## config.mk

```make
export PLATFORM = sky130hd
export DESIGN_NAME = prime_pair_fetch
export DESIGN_NICKNAME = d
export VERILOG_FILES = /design/src/rtl/prime_pair_fetch.sv
export SDC_FILE = /design/constraint.sdc
export NUM_CORES = 1
export LEC_CHECK = 0
export CAP_MARGIN = 20
export CORE_ASPECT_RATIO = 1.1
export CORE_MARGIN = 2
export CORE_UTILIZATION = 30
export DETAILED_ROUTE_END_ITERATION = 16
export PLACE_DENSITY = 0.49
export SLEW_MARGIN = 20
export SYNTH_ARGS = -nofsm -noshare
export SYNTH_HDL_FRONTEND = slang
export SYNTH_SLANG_ARGS = --single-unit
```

## constraint.sdc

```tcl
create_clock -name clk -period 17.9 [get_ports clk]
set_input_delay 1.79 -clock clk [delete_from_list [all_inputs] [get_ports clk]]
set_output_delay 1.79 -clock clk [all_outputs]
set_load 0.02 [all_outputs]
```

## src/rtl/prime_pair_fetch.sv

```systemverilog
// rtl/prime_pair_fetch.sv - fetches two distinct primes from a registered ROM and forms their product
module prime_pair_fetch #(
    parameter int DEPTH  = 6801,
    parameter int ADDR_W = 13,
    parameter int DATA_W = 16
) (
    input  logic                  clk,
    input  logic                  rst,
    input  logic                  start,
    input  logic [ADDR_W-1:0]     seed_p,
    input  logic [ADDR_W-1:0]     seed_q,
    output logic [ADDR_W-1:0]     rom_addr,
    input  logic [DATA_W-1:0]     rom_data,
    output logic                  busy,
    output logic                  valid,
    output logic [DATA_W-1:0]     p,
    output logic [DATA_W-1:0]     q,
    output logic [2*DATA_W-1:0]   n,
    output logic                  err
);

    typedef enum logic [2:0] {IDLE, ADDR_Q, CAP_P, CAP_Q, MUL} state_t;

    localparam logic [ADDR_W:0]   DEPTH_X  = (ADDR_W+1)'(DEPTH);
    localparam logic [ADDR_W-1:0] DEPTH_A  = ADDR_W'(DEPTH);
    localparam logic [ADDR_W-1:0] LAST_IDX = ADDR_W'(DEPTH - 1);

    state_t              state_q, state_d;
    logic [ADDR_W-1:0]   rom_addr_q, rom_addr_d;
    logic [ADDR_W-1:0]   qidx_q, qidx_d;
    logic [DATA_W-1:0]   cap_p_q, cap_p_d;
    logic [DATA_W-1:0]   cap_q_q, cap_q_d;
    logic [DATA_W-1:0]   p_q, p_d;
    logic [DATA_W-1:0]   q_q, q_d;
    logic [2*DATA_W-1:0] n_q, n_d;
    logic                err_q, err_d;
    logic                busy_q, busy_d;
    logic                valid_q, valid_d;

    logic [ADDR_W-1:0]   idx_p, idx_q_raw, idx_q;

    // Seeds are below 2*DEPTH by construction, so a single conditional subtract normalises them.
    always_comb begin
        idx_p     = ({1'b0, seed_p} >= DEPTH_X) ? seed_p - DEPTH_A : seed_p;
        idx_q_raw = ({1'b0, seed_q} >= DEPTH_X) ? seed_q - DEPTH_A : seed_q;
        idx_q     = idx_q_raw;
        if (idx_q_raw == idx_p) begin
            idx_q = (idx_p == LAST_IDX) ? '0 : idx_p + 1'b1;
        end
    end

    always_comb begin
        state_d    = state_q;
        rom_addr_d = rom_addr_q;
        qidx_d     = qidx_q;
        cap_p_d    = cap_p_q;
        cap_q_d    = cap_q_q;
        p_d        = p_q;
        q_d        = q_q;
        n_d        = n_q;
        err_d      = err_q;
        busy_d     = busy_q;
        valid_d    = 1'b0;
        case (state_q)
            IDLE: begin
                if (start) begin
                    qidx_d     = idx_q;
                    rom_addr_d = idx_p;
                    busy_d     = 1'b1;
                    state_d    = ADDR_Q;
                end
            end
            ADDR_Q: begin
                rom_addr_d = qidx_q;
                state_d    = CAP_P;
            end
            CAP_P: begin
                cap_p_d = rom_data;
                state_d = CAP_Q;
            end
            CAP_Q: begin
                cap_q_d = rom_data;
                state_d = MUL;
            end
            MUL: begin
                // Visible results only change together with the valid pulse.
                p_d     = cap_p_q;
                q_d     = cap_q_q;
                n_d     = {{DATA_W{1'b0}}, cap_p_q} * {{DATA_W{1'b0}}, cap_q_q};
                err_d   = (cap_p_q == '0) || (cap_q_q == '0);
                valid_d = 1'b1;
                busy_d  = 1'b0;
                state_d = IDLE;
            end
            default: state_d = IDLE;
        endcase
    end

    always_ff @(posedge clk or posedge rst) begin
        if (rst) begin
            state_q    <= IDLE;
            rom_addr_q <= '0;
            qidx_q     <= '0;
            cap_p_q    <= '0;
            cap_q_q    <= '0;
            p_q        <= '0;
            q_q        <= '0;
            n_q        <= '0;
            err_q      <= 1'b0;
            busy_q     <= 1'b0;
            valid_q    <= 1'b0;
        end else begin
            state_q    <= state_d;
            rom_addr_q <= rom_addr_d;
            qidx_q     <= qidx_d;
            cap_p_q    <= cap_p_d;
            cap_q_q    <= cap_q_d;
            p_q        <= p_d;
            q_q        <= q_d;
            n_q        <= n_d;
            err_q      <= err_d;
            busy_q     <= busy_d;
            valid_q    <= valid_d;
        end
    end

    assign rom_addr = rom_addr_q;
    assign busy     = busy_q;
    assign valid    = valid_q;
    assign p        = p_q;
    assign q        = q_q;
    assign n        = n_q;
    assign err      = err_q;

endmodule
```

Word-level counts from Yosys, hierarchy flattened
Index checks and enable logic that the tools add are counted.
{"block": "word_totals", "reg_bits": 128, "in_bits": 45, "output_inout_bits": 80, "wordCells": 44}
{"block": "classes", "n_addsub": 3, "multipliers": 1, "order_cmp": 2, "n_eq_ne": 7, "mux": 11, "n_reduce_logical": 9}
{"op": "$mux W13", "n": 5}
{"op": "$logic_not A16 Y1", "n": 2}
{"op": "$mul A16 B16 Y32", "n": 1}
{"op": "$ge A13 B13 Y1 const B", "n": 2}
{"op": "$pmux W13 S2", "n": 1}
{"op": "$sub A13 B13 Y13 const B", "n": 2}
{"op": "$add A13 B1 Y13 const B", "n": 1}
{"op": "$eq A13 B13 Y1", "n": 1}
{"op": "$eq A13 B13 Y1 const B", "n": 1}
{"op": "$pmux W3 S4", "n": 1}
{"op": "$eq A3 B2 Y1 const B", "n": 2}
{"op": "$reduce_and A2 Y1", "n": 3}
{"op": "$reduce_bool A2 Y1", "n": 2}
{"op": "$eq A3 B1 Y1 const B", "n": 1}
{"op": "$eq A3 B3 Y1 const B", "n": 1}
{"op": "$logic_not A3 Y1", "n": 1}
{"op": "$mux W3", "n": 1}
{"op": "$mux W1", "n": 2}
{"op": "$ne A2 B2 Y1 const B", "n": 1}
{"op": "$pmux W1 S2", "n": 1}
{"op": "$logic_or A1 B1 Y1", "n": 1}

Depth between registers and ports, before layout
Gate-level depths: netlist of the first run.
{"block": "depth", "ltp_word": 5, "mapped_depth": 24, "depth_no_buf": 22}

Least setup slack after synthesis of the first run
OpenSTA, ideal clock, no wires.
{"block": "synth_timing", "path_type": "reg2reg", "start": "reg cap_q_q[7]", "end": "reg n_q[31] (netlist: n[31])", "arrival_ns": 6.401, "required_time_ns": 17.764, "setup_slack_ns": 11.363, "stages_incl_launch_ff": 25, "n_path_buf": 2, "period_less_slack_ns": 6.537, "path_cell_list": "dfrtp_1 > clkbuf_1 > clkbuf_1 > nand2_1 > fa_1 > inv_1 > fa_1 > inv_1 > fa_1 > inv_1 > fa_1 > fa_1 > inv_1 > fa_1 > inv_1 > ha_1 > and3_1 > and3_1 > a31oi_1 > a211oi_1 > o2111ai_1 > a211oi_1 > o31a_1 > o211ai_1 > or3b_2"}
{"block": "synth_between", "elab_chain_len": 1}
{"item": "from (decl)", "line": "32", "source": "logic [DATA_W-1:0] cap_q_q, cap_q_d;"}
{"item": "from (signal assigned)", "line": "117", "source": "cap_q_q <= cap_q_d;"}
{"item": "$mul A16 B16 Y32", "line": "89", "source": "n_d = {{DATA_W{1'b0}}, cap_p_q} * {{DATA_W{1'b0}}, cap_q_q};"}
{"item": "to (signal assigned)", "line": "120", "source": "n_q <= n_d;"}
{"item": "to (decl)", "line": "35", "source": "logic [2*DATA_W-1:0] n_q, n_d;"}
Every way passes these cells.
A chain may end at the register's enable or synchronous reset.

Worst setup path after layout of the first run
{"block": "layout_timing", "start": "reg cap_p_q[7]", "end": "reg n_q[31] (netlist: n[31])"}
{"block": "layout_between", "elab_chain_len": 1}
{"item": "from (decl)", "line": "31", "source": "logic [DATA_W-1:0] cap_p_q, cap_p_d;"}
{"item": "from (signal assigned)", "line": "116", "source": "cap_p_q <= cap_p_d;"}
{"item": "$mul A16 B16 Y32", "line": "89"}
Every way passes these cells.

==> summary.txt, run 1 <==
combinational family with the most area after synthesis - adder cells
share of layout cells above drive strength 1 - 6.60%
vias in the first global route - 12.4k
final clock period utilization by the worst path - 40.0%
proportion of synthesized chip area in sequential cells - 21.6%
actual slew at the worst max-slew pin - 1.05 ns
fraction of the mapped netlist area in compound gates - 9.17%
nets@finish - 2,078
wire length reported by the detailed router - 42,300 um
clock tree from TritonCTS - built
overall fraction of global-route tracks in use - 17.2%
Synth Area in XOR/XNOR - 3.94%
Routed WL per cell - 17.7 um
Final Hold Violating Endpoints - 0
total number of placement rows - 85
synthesized area divided by synthesized cell count - 8.96 um2
multiplexer fraction of the synthesized cell area - 1.76%
Slew HR - 29.9%
number of synthesized flops with an enable pin - 0
initial detailed-routing violation count - 565
detailed-placement wirelength estimate - 32,500 um
number of vias per cell - 4.74
highest clock frequency the design can meet - 140 MHz
max-capacitance violation count - 0
first-pass GRT wire length - 68,100 um
number of remaining DRC errors - 0
grt ovf - 0
initial core utilization - 30.4%
final antenna-violating net count - 0
Clock Tree Root - sky130_fd_sc_hd__clkbuf_16
startpoint type of the worst setup path - flip-flop
vias - 11.4k
count of antenna diodes in the layout - 0
Core Footprint - 48,900 um2
input/output buffers - 124
area occupied by multi-input gates - 10,300 um2
I/O pin count - 125
# placed instances - 2,362
area delta synth->final - 16.4%
Die Outline Area - 51,300 um2
latest clock arrival within the worst-skew pair - 0.46 ns
number of antenna violations at the first check in global routing - 0
maximum net fanout on the critical path - 19
number of hold buffers added after cts - 0
sort of element at the end of the critical path - flip-flop
unrepaired setup endpoints after global routing - false
horizontal die dimension - 216 um
arrival time at the worst endpoint - 7.50 ns
Setup TNS Final - 0 ns
flip-flop and latch count after synthesis - 128
Final Non-Filler Cells - 2,394
count of H-tree levels built during CTS - 4
net count after synthesis - 2,007
Final Setup Violations - 0
routability congestion estimate - 0.851
number of sinks handled by clock tree synthesis - 128
post-synthesis adder-cell area fraction - 35.4%
basic-gate share of the synthesized area counting and, or, nand and nor cells - 19.1%
most frequently used flop master after synthesis - sky130_fd_sc_hd__dfrtp_1
max-slew violations - 0
final core occ - 35.3%
number of fill cells - 5,136
clock-pin slew of the registers on the worst-case setup and hold paths - 0.07 ns
post-synthesis cell count - 1,658
post-cts gate resize count - 0
sequential cell area - 3200 um2
unique cell type count in the Yosys netlist - 78
Synth warnings - 0
class of the most critical hold timing path - flip-flop to flip-flop
status - finished clean
number of detailed-routing iterations run before antenna repair - 5
height of the chip - 237 um
mapped cell area - 14,800 um2
skew final - 0.0149 ns
data required time of the worst path - 18.24 ns
TritonCTS Buffers - 17
Period minus WS final - 7.16 ns
number of setup buffers added after CTS - 0
maximum number of pins on one net before global-route repair - 88
startpoint-to-endpoint class of the critical path - flip-flop to flip-flop
FFs w/ async S/R, synth - 100%
number of buffers on the longest clock path - 2
## Yosys cell counts (5+ instances only)
master                     count  area, um2
sky130_fd_sc_hd__a211oi_1     14        105
sky130_fd_sc_hd__a21o_1       13       97.6
sky130_fd_sc_hd__a21oi_1      28        140
sky130_fd_sc_hd__a22oi_1      13       97.6
sky130_fd_sc_hd__and2_1      123        769
sky130_fd_sc_hd__and3_1        7       43.8
sky130_fd_sc_hd__clkbuf_1     77        289
sky130_fd_sc_hd__dfrtp_1     128       3200
sky130_fd_sc_hd__fa_1        194       3880
sky130_fd_sc_hd__ha_1        110       1380
sky130_fd_sc_hd__inv_1       257        965
sky130_fd_sc_hd__mux2_2       17        191
sky130_fd_sc_hd__mux2i_1       7       70.1
sky130_fd_sc_hd__nand2_1     358       1340
sky130_fd_sc_hd__nand2b_1      7       43.8
sky130_fd_sc_hd__nand3_1      13       65.1
sky130_fd_sc_hd__nand3b_1      5       37.5
sky130_fd_sc_hd__nand4_1       6       37.5
sky130_fd_sc_hd__nor2_1       29        109
sky130_fd_sc_hd__nor2b_1       5       31.3
sky130_fd_sc_hd__nor3_1        7       35.0
sky130_fd_sc_hd__nor4_1       10       62.6
sky130_fd_sc_hd__o211ai_1     13       97.6
sky130_fd_sc_hd__o211ai_2      9        113
sky130_fd_sc_hd__o21ai_0      56        280
sky130_fd_sc_hd__o21ai_2      11       96.3
sky130_fd_sc_hd__xnor2_1      33        289
sky130_fd_sc_hd__xor2_1       25        219
## cell usage in the layout, fill, tap and decap left out, types with 5 or more instances in the layout
master,n
sky130_fd_sc_hd__buf_4,15
sky130_fd_sc_hd__nand3b_1,5
sky130_fd_sc_hd__nand2b_1,7
sky130_fd_sc_hd__o21ai_2,11
sky130_fd_sc_hd__clkbuf_16,17
sky130_fd_sc_hd__and3_1,7
sky130_fd_sc_hd__ha_1,110
sky130_fd_sc_hd__o211ai_2,9
sky130_fd_sc_hd__nor2_1,29
sky130_fd_sc_hd__o21ai_0,56
sky130_fd_sc_hd__a21o_1,13
sky130_fd_sc_hd__xnor2_1,33
sky130_fd_sc_hd__xor2_1,25
sky130_fd_sc_hd__mux2i_1,7
sky130_fd_sc_hd__nor4_1,10
sky130_fd_sc_hd__a21oi_1,28
sky130_fd_sc_hd__mux2_2,17
sky130_fd_sc_hd__clkdlybuf4s50_1,124
sky130_fd_sc_hd__fa_1,194
sky130_fd_sc_hd__inv_1,256
sky130_fd_sc_hd__nand3_1,13
sky130_fd_sc_hd__a211oi_1,14
sky130_fd_sc_hd__nor2b_1,5
sky130_fd_sc_hd__dfrtp_1,128
sky130_fd_sc_hd__nand4_1,6
sky130_fd_sc_hd__nor3_1,7
sky130_fd_sc_hd__a22oi_1,13
sky130_fd_sc_hd__o211ai_1,13
sky130_fd_sc_hd__and2_1,123
sky130_fd_sc_hd__nand2_1,357
## worst max-delay path, cell delays in order, from the launching register on
cell                        delay, ns
sky130_fd_sc_hd__dfrtp_1         0.80
sky130_fd_sc_hd__nand2_1         0.17
sky130_fd_sc_hd__fa_1            0.57
sky130_fd_sc_hd__inv_1           0.07
sky130_fd_sc_hd__fa_1            0.51
sky130_fd_sc_hd__inv_1           0.06
sky130_fd_sc_hd__fa_1            0.53
sky130_fd_sc_hd__inv_1           0.05
sky130_fd_sc_hd__fa_1            0.45
sky130_fd_sc_hd__fa_1            0.49
sky130_fd_sc_hd__inv_1           0.05
sky130_fd_sc_hd__fa_1            0.47
sky130_fd_sc_hd__inv_1           0.04
sky130_fd_sc_hd__ha_1            0.34
sky130_fd_sc_hd__and3_1          0.20
sky130_fd_sc_hd__and3_1          0.19
sky130_fd_sc_hd__a31oi_1         0.43
sky130_fd_sc_hd__a211oi_1        0.22
sky130_fd_sc_hd__o2111ai_1       0.35
sky130_fd_sc_hd__a211oi_1        0.14
sky130_fd_sc_hd__o31a_1          0.27
sky130_fd_sc_hd__o211ai_1        0.15
sky130_fd_sc_hd__or3b_2          0.46
## cells by family after synthesis
| logic type | count (synthesis) |
|---|---|
| DFF | 128 |
| muxes | 24 |
| and+or+nand+nor | 598 |
| xor gates and xnor gates | 62 |
| AOI/OAI and AO/OA | 195 |
| adders and majority gates | 304 |
| buffers and inverters | 347 |
## flip-flops by register name, summed over array words and instances, names as in the netlist
register,cells
err,1
qidx_q,13
state_q,3
q,16
rom_addr,13
busy,1
n,32
cap_q_q,16
cap_p_q,16
valid,1
p,16
## routing by layer
metal / track usage, % / up-vias / part of all wire [%]
li1: - / 5335 / -
met1: 18.8 / 5746 / 38
met5: 0 / - / 0
met3: 2.82 / 61 / 3.5
met2: 33.2 / 209 / 55
met4: 6.41 / 0 / 3.0
## final timing paths
path	cells past startpoint	end	slack, ns	startpoint
max	22	n[31]$_DFFE_PP0P_	10.74	cap_p_q[7]$_DFFE_PP0N_
min	2	n[21]$_DFFE_PP0P_	0.47	n[21]$_DFFE_PP0P_
max reg2reg	22	n[31]$_DFFE_PP0P_	10.74	cap_p_q[7]$_DFFE_PP0N_
min reg2reg	2	n[21]$_DFFE_PP0P_	0.47	n[21]$_DFFE_PP0P_
max in group asynchronous	3	p[0]$_DFFE_PP0P_	15.02	rst
min in group asynchronous	2	n[31]$_DFFE_PP0P_	1.77	rst
## through the flow
step	setup slack, ns	instance area, um2	hold WS [ns]
finish	10.74	17300	0.471
global route	10.35	17300	0.504
CTS	10.77	17300	0.478
detailed placement	10.77	16700	0.464
global placement	10.91	16700	0.458
floorplan	11.36	14800	0.477
## layout make-up
type,count,area share [%]
clock buffer,20,2.64
clock inverter,12,0.775
inverter,259,5.66
multi-input combinational,1183,59.8
sequential,128,18.5
tap,652,4.72
timing repair buffer,140,7.90
Power of run 1 is not shown: default switching activity piles up to over one toggle a cycle in this logic, so the estimate is an artifact.
==> run 2, diff against run 1 <==
Clock period 17.9 ns to 6.85 ns, I/O delays scaled along.
==> run 2 against run 1 <==
Setup slack lost 10 ns; register-to-register slack lost 10 ns; sequential share of layout area shrank 0.34 points; final cell count grew 1.9%; die area is the same; worst hold slack gained 0.0010 ns; via count grew 1.0%; non-clock buffer count grew 46; count of clock-buffer cells in the layout grew 1.
==> summary.txt, run 2 (synthesis gave the netlist of run 1 again) <==
clock tree from TritonCTS - built (unchanged)
number of hold buffers added after cts - 0 (unchanged)
maximum net fanout on the critical path - 8 (was 19)
Final Hold Violating Endpoints - 0 (unchanged)
routability congestion estimate - 0.878 (was 0.851)
latest clock arrival within the worst-skew pair - 0.45 ns (was 0.46 ns)
max-slew violations - 0 (unchanged)
share of layout cells above drive strength 1 - 9.17% (was 6.60%)
Die Outline Area - 51,300 um2 (unchanged)
I/O pin count - 125 (unchanged)
Final Non-Filler Cells - 2,440 (was 2,394)
maximum number of pins on one net before global-route repair - 88 (unchanged)
count of antenna diodes in the layout - 0 (unchanged)
startpoint-to-endpoint class of the critical path - flip-flop to flip-flop (unchanged)
Slew HR - 27.7% (was 29.9%)
number of vias per cell - 4.70 (was 4.74)
number of detailed-routing iterations run before antenna repair - 5 (unchanged)
class of the most critical hold timing path - flip-flop to flip-flop (unchanged)
overall fraction of global-route tracks in use - 17.3% (was 17.2%)
number of sinks handled by clock tree synthesis - 128 (unchanged)
arrival time at the worst endpoint - 6.88 ns (was 7.50 ns)
max FFs per register - 32 (unchanged)
clock-pin slew of the registers on the worst-case setup and hold paths - 0.06 ns (was 0.07 ns)
# placed instances - 2,408 (was 2,362)
final core occ - 36.0% (was 35.3%)
Clock Tree Root - sky130_fd_sc_hd__clkbuf_16 (unchanged)
sort of element at the end of the critical path - flip-flop (unchanged)
Period minus WS final - 6.55 ns (was 7.16 ns)
max-capacitance violation count - 0 (unchanged)
final antenna-violating net count - 0 (unchanged)
number of fill cells - 5,157 (was 5,136)
input/output buffers - 124 (unchanged)
TritonCTS Buffers - 17 (unchanged)
total number of placement rows - 85 (unchanged)
Critical Path Most Common Cell - sky130_fd_sc_hd__fa_1 (unchanged)
skew final - 0.0171 ns (was 0.0149 ns)
wire length reported by the detailed router - 42,700 um (was 42,300 um)
initial core utilization - 30.4% (unchanged)
number of buffers on the longest clock path - 2 (unchanged)
detailed-placement wirelength estimate - 34,200 um (was 32,500 um)
commonest cells after routing, fill and taps aside - sky130_fd_sc_hd__nand2_1 (357), sky130_fd_sc_hd__inv_1 (256), sky130_fd_sc_hd__fa_1 (194) (unchanged)
highest clock frequency the design can meet - 153 MHz (was 140 MHz)
sequential cell area - 3210 um2 (was 3200 um2)
data required time of the worst path - 7.18 ns (was 18.24 ns)
number of remaining DRC errors - 0 (unchanged)
Slowest-stage cell, CP - sky130_fd_sc_hd__fa_1 (was sky130_fd_sc_hd__dfrtp_1)
Final Setup Violations - 0 (unchanged)
area delta synth->final - 18.7% (was 16.4%)
vias in the first global route - 12.5k (was 12.4k)
Slowest Stage Delay on Critical Path - 0.52 ns (was 0.80 ns)
nets@finish - 2,124 (was 2,078)
final clock period utilization by the worst path - 95.6% (was 40.0%)
initial detailed-routing violation count - 497 (was 565)
Routed WL per cell - 17.5 um (was 17.7 um)
series of cell instances along the critical path - buf_4 -> and2_1 -> fa_1 -> inv_1 -> fa_1 -> fa_1 -> inv_1 -> fa_1 -> fa_1 -> inv_1 -> fa_1 -> inv_1 -> ha_1 -> and3_1 -> and3_1 -> a31oi_1 -> buf_4 -> a211oi_2 -> o2111ai_1 -> a211oi_1 -> o31a_1 -> o211ai_1 -> or3b_2 (was nand2_1 -> fa_1 -> inv_1 -> fa_1 -> inv_1 -> fa_1 -> inv_1 -> fa_1 -> fa_1 -> inv_1 -> fa_1 -> inv_1 -> ha_1 -> and3_1 -> and3_1 -> a31oi_1 -> a211oi_1 -> o2111ai_1 -> a211oi_1 -> o31a_1 -> o211ai_1 -> or3b_2)
grt ovf - 0 (unchanged)
horizontal die dimension - 216 um (unchanged)
startpoint type of the worst setup path - flip-flop (unchanged)
status - finished clean (unchanged)
area occupied by multi-input gates - 10,300 um2 (about the same)
commonest non-fill, non-tap cell in the layout - sky130_fd_sc_hd__nand2_1 (unchanged)
cell area after placement - 17,100 um2 (was 16,700 um2)
height of the chip - 237 um (unchanged)
Setup TNS Final - 0 ns (unchanged)
vias - 11.5k (was 11.4k)
first-pass GRT wire length - 68,700 um (was 68,100 um)
post-route cell area - 17,600 um2 (was 17,300 um2)
actual slew at the worst max-slew pin - 1.08 ns (was 1.05 ns)
count of H-tree levels built during CTS - 4 (unchanged)
Core Footprint - 48,900 um2 (unchanged)
number of antenna violations at the first check in global routing - 1 (was 0)
run 2: cell count changes in the layout (fill, tap and decap cells not counted), moves of 2 or more:
cell,previous run,this run
sky130_fd_sc_hd__a2111oi_0,2,0
sky130_fd_sc_hd__buf_12,0,3
sky130_fd_sc_hd__buf_4,15,59
sky130_fd_sc_hd__bufinv_16,2,0
sky130_fd_sc_hd__clkbuf_1,1,3
sky130_fd_sc_hd__dfrtp_1,128,125
sky130_fd_sc_hd__dfrtp_2,0,3
run 2: final cells by class:
type	instances	area share, %
Inverter	259	5.55
Tap cell	652	4.63
Clock buffer	21	2.56
Clock inverter	11	0.483
Timing Repair Buffer	186	9.90
Sequential cell	128	18.2
Multi-Input combinational cell	1183	58.7
run 2: critical path, delay by kind of cell, from the launching register on:
kind                       cells  cell delay, ns
AOI/OAI and AO/OA              6            1.18
and+or+nand+nor                4            1.00
DFF                            1            0.49
buffers and inverters          6            0.53
adders and majority gates      7            3.21
run 2: layer usage:
layer | GRT usage (%) | part of all wire [%] | vias up | routed length, um
li1 | - | - | 5414 | -
met1 | 19.3 | 39 | 5846 | 16500
met2 | 33.3 | 57 | 162 | 24200
met3 | 2.67 | 2.7 | 46 | 1170
met4 | 5.35 | 2.1 | 2 | 915
met5 | 0 | 0.037 | - | 16
run 2: stage by stage:
| step | hold slack (ns) | setup slack (ns) |
|---|---|---|
| 2_1_floorplan | 0.477 | 0.313 |
| 3_3_place_gp | 0.454 | 0.198 |
| 3_5_place_dp | 0.463 | 0.158 |
| 4_1_cts | 0.476 | 0.132 |
| 5_1_grt | 0.506 | -0.0226 |
| 6_report | 0.472 | 0.299 |
run 2: final timing paths:
kind / startpoint / end / cells after the start / slack (ns)
setup reg to reg: cap_p_q[8]$_DFFE_PP0N_ / n[31]$_DFFE_PP0P_ / 23 / 0.30
min in group asynchronous: rst / n[24]$_DFFE_PP0P_ / 2 / 0.73
hold reg to reg: n[15]$_DFFE_PP0P_ / n[15]$_DFFE_PP0P_ / 2 / 0.47
hold / removal: n[15]$_DFFE_PP0P_ / n[15]$_DFFE_PP0P_ / 2 / 0.47
setup / recovery: cap_p_q[8]$_DFFE_PP0N_ / n[31]$_DFFE_PP0P_ / 23 / 0.30
max in group asynchronous: rst / cap_q_q[3]$_DFFE_PP0P_ / 3 / 4.75
run 2: what timing repair did:
action / CTS / global route
buffers inserted: 0 / 0
setup endpoints to repair: 0 / 4
hold endpoints to repair: 0 / 0
gates resized for setup: 0 / 7
Power of run 2 is left out for the same reason.
==> run 3, diff against run 2 <==
Settings changed: CTS_CLUSTER_SIZE set to 24.
==> results of run 3 <==
Final layout, timing and power as in run 2 (identical DEF).
Power of run 3 is left out for the same reason.
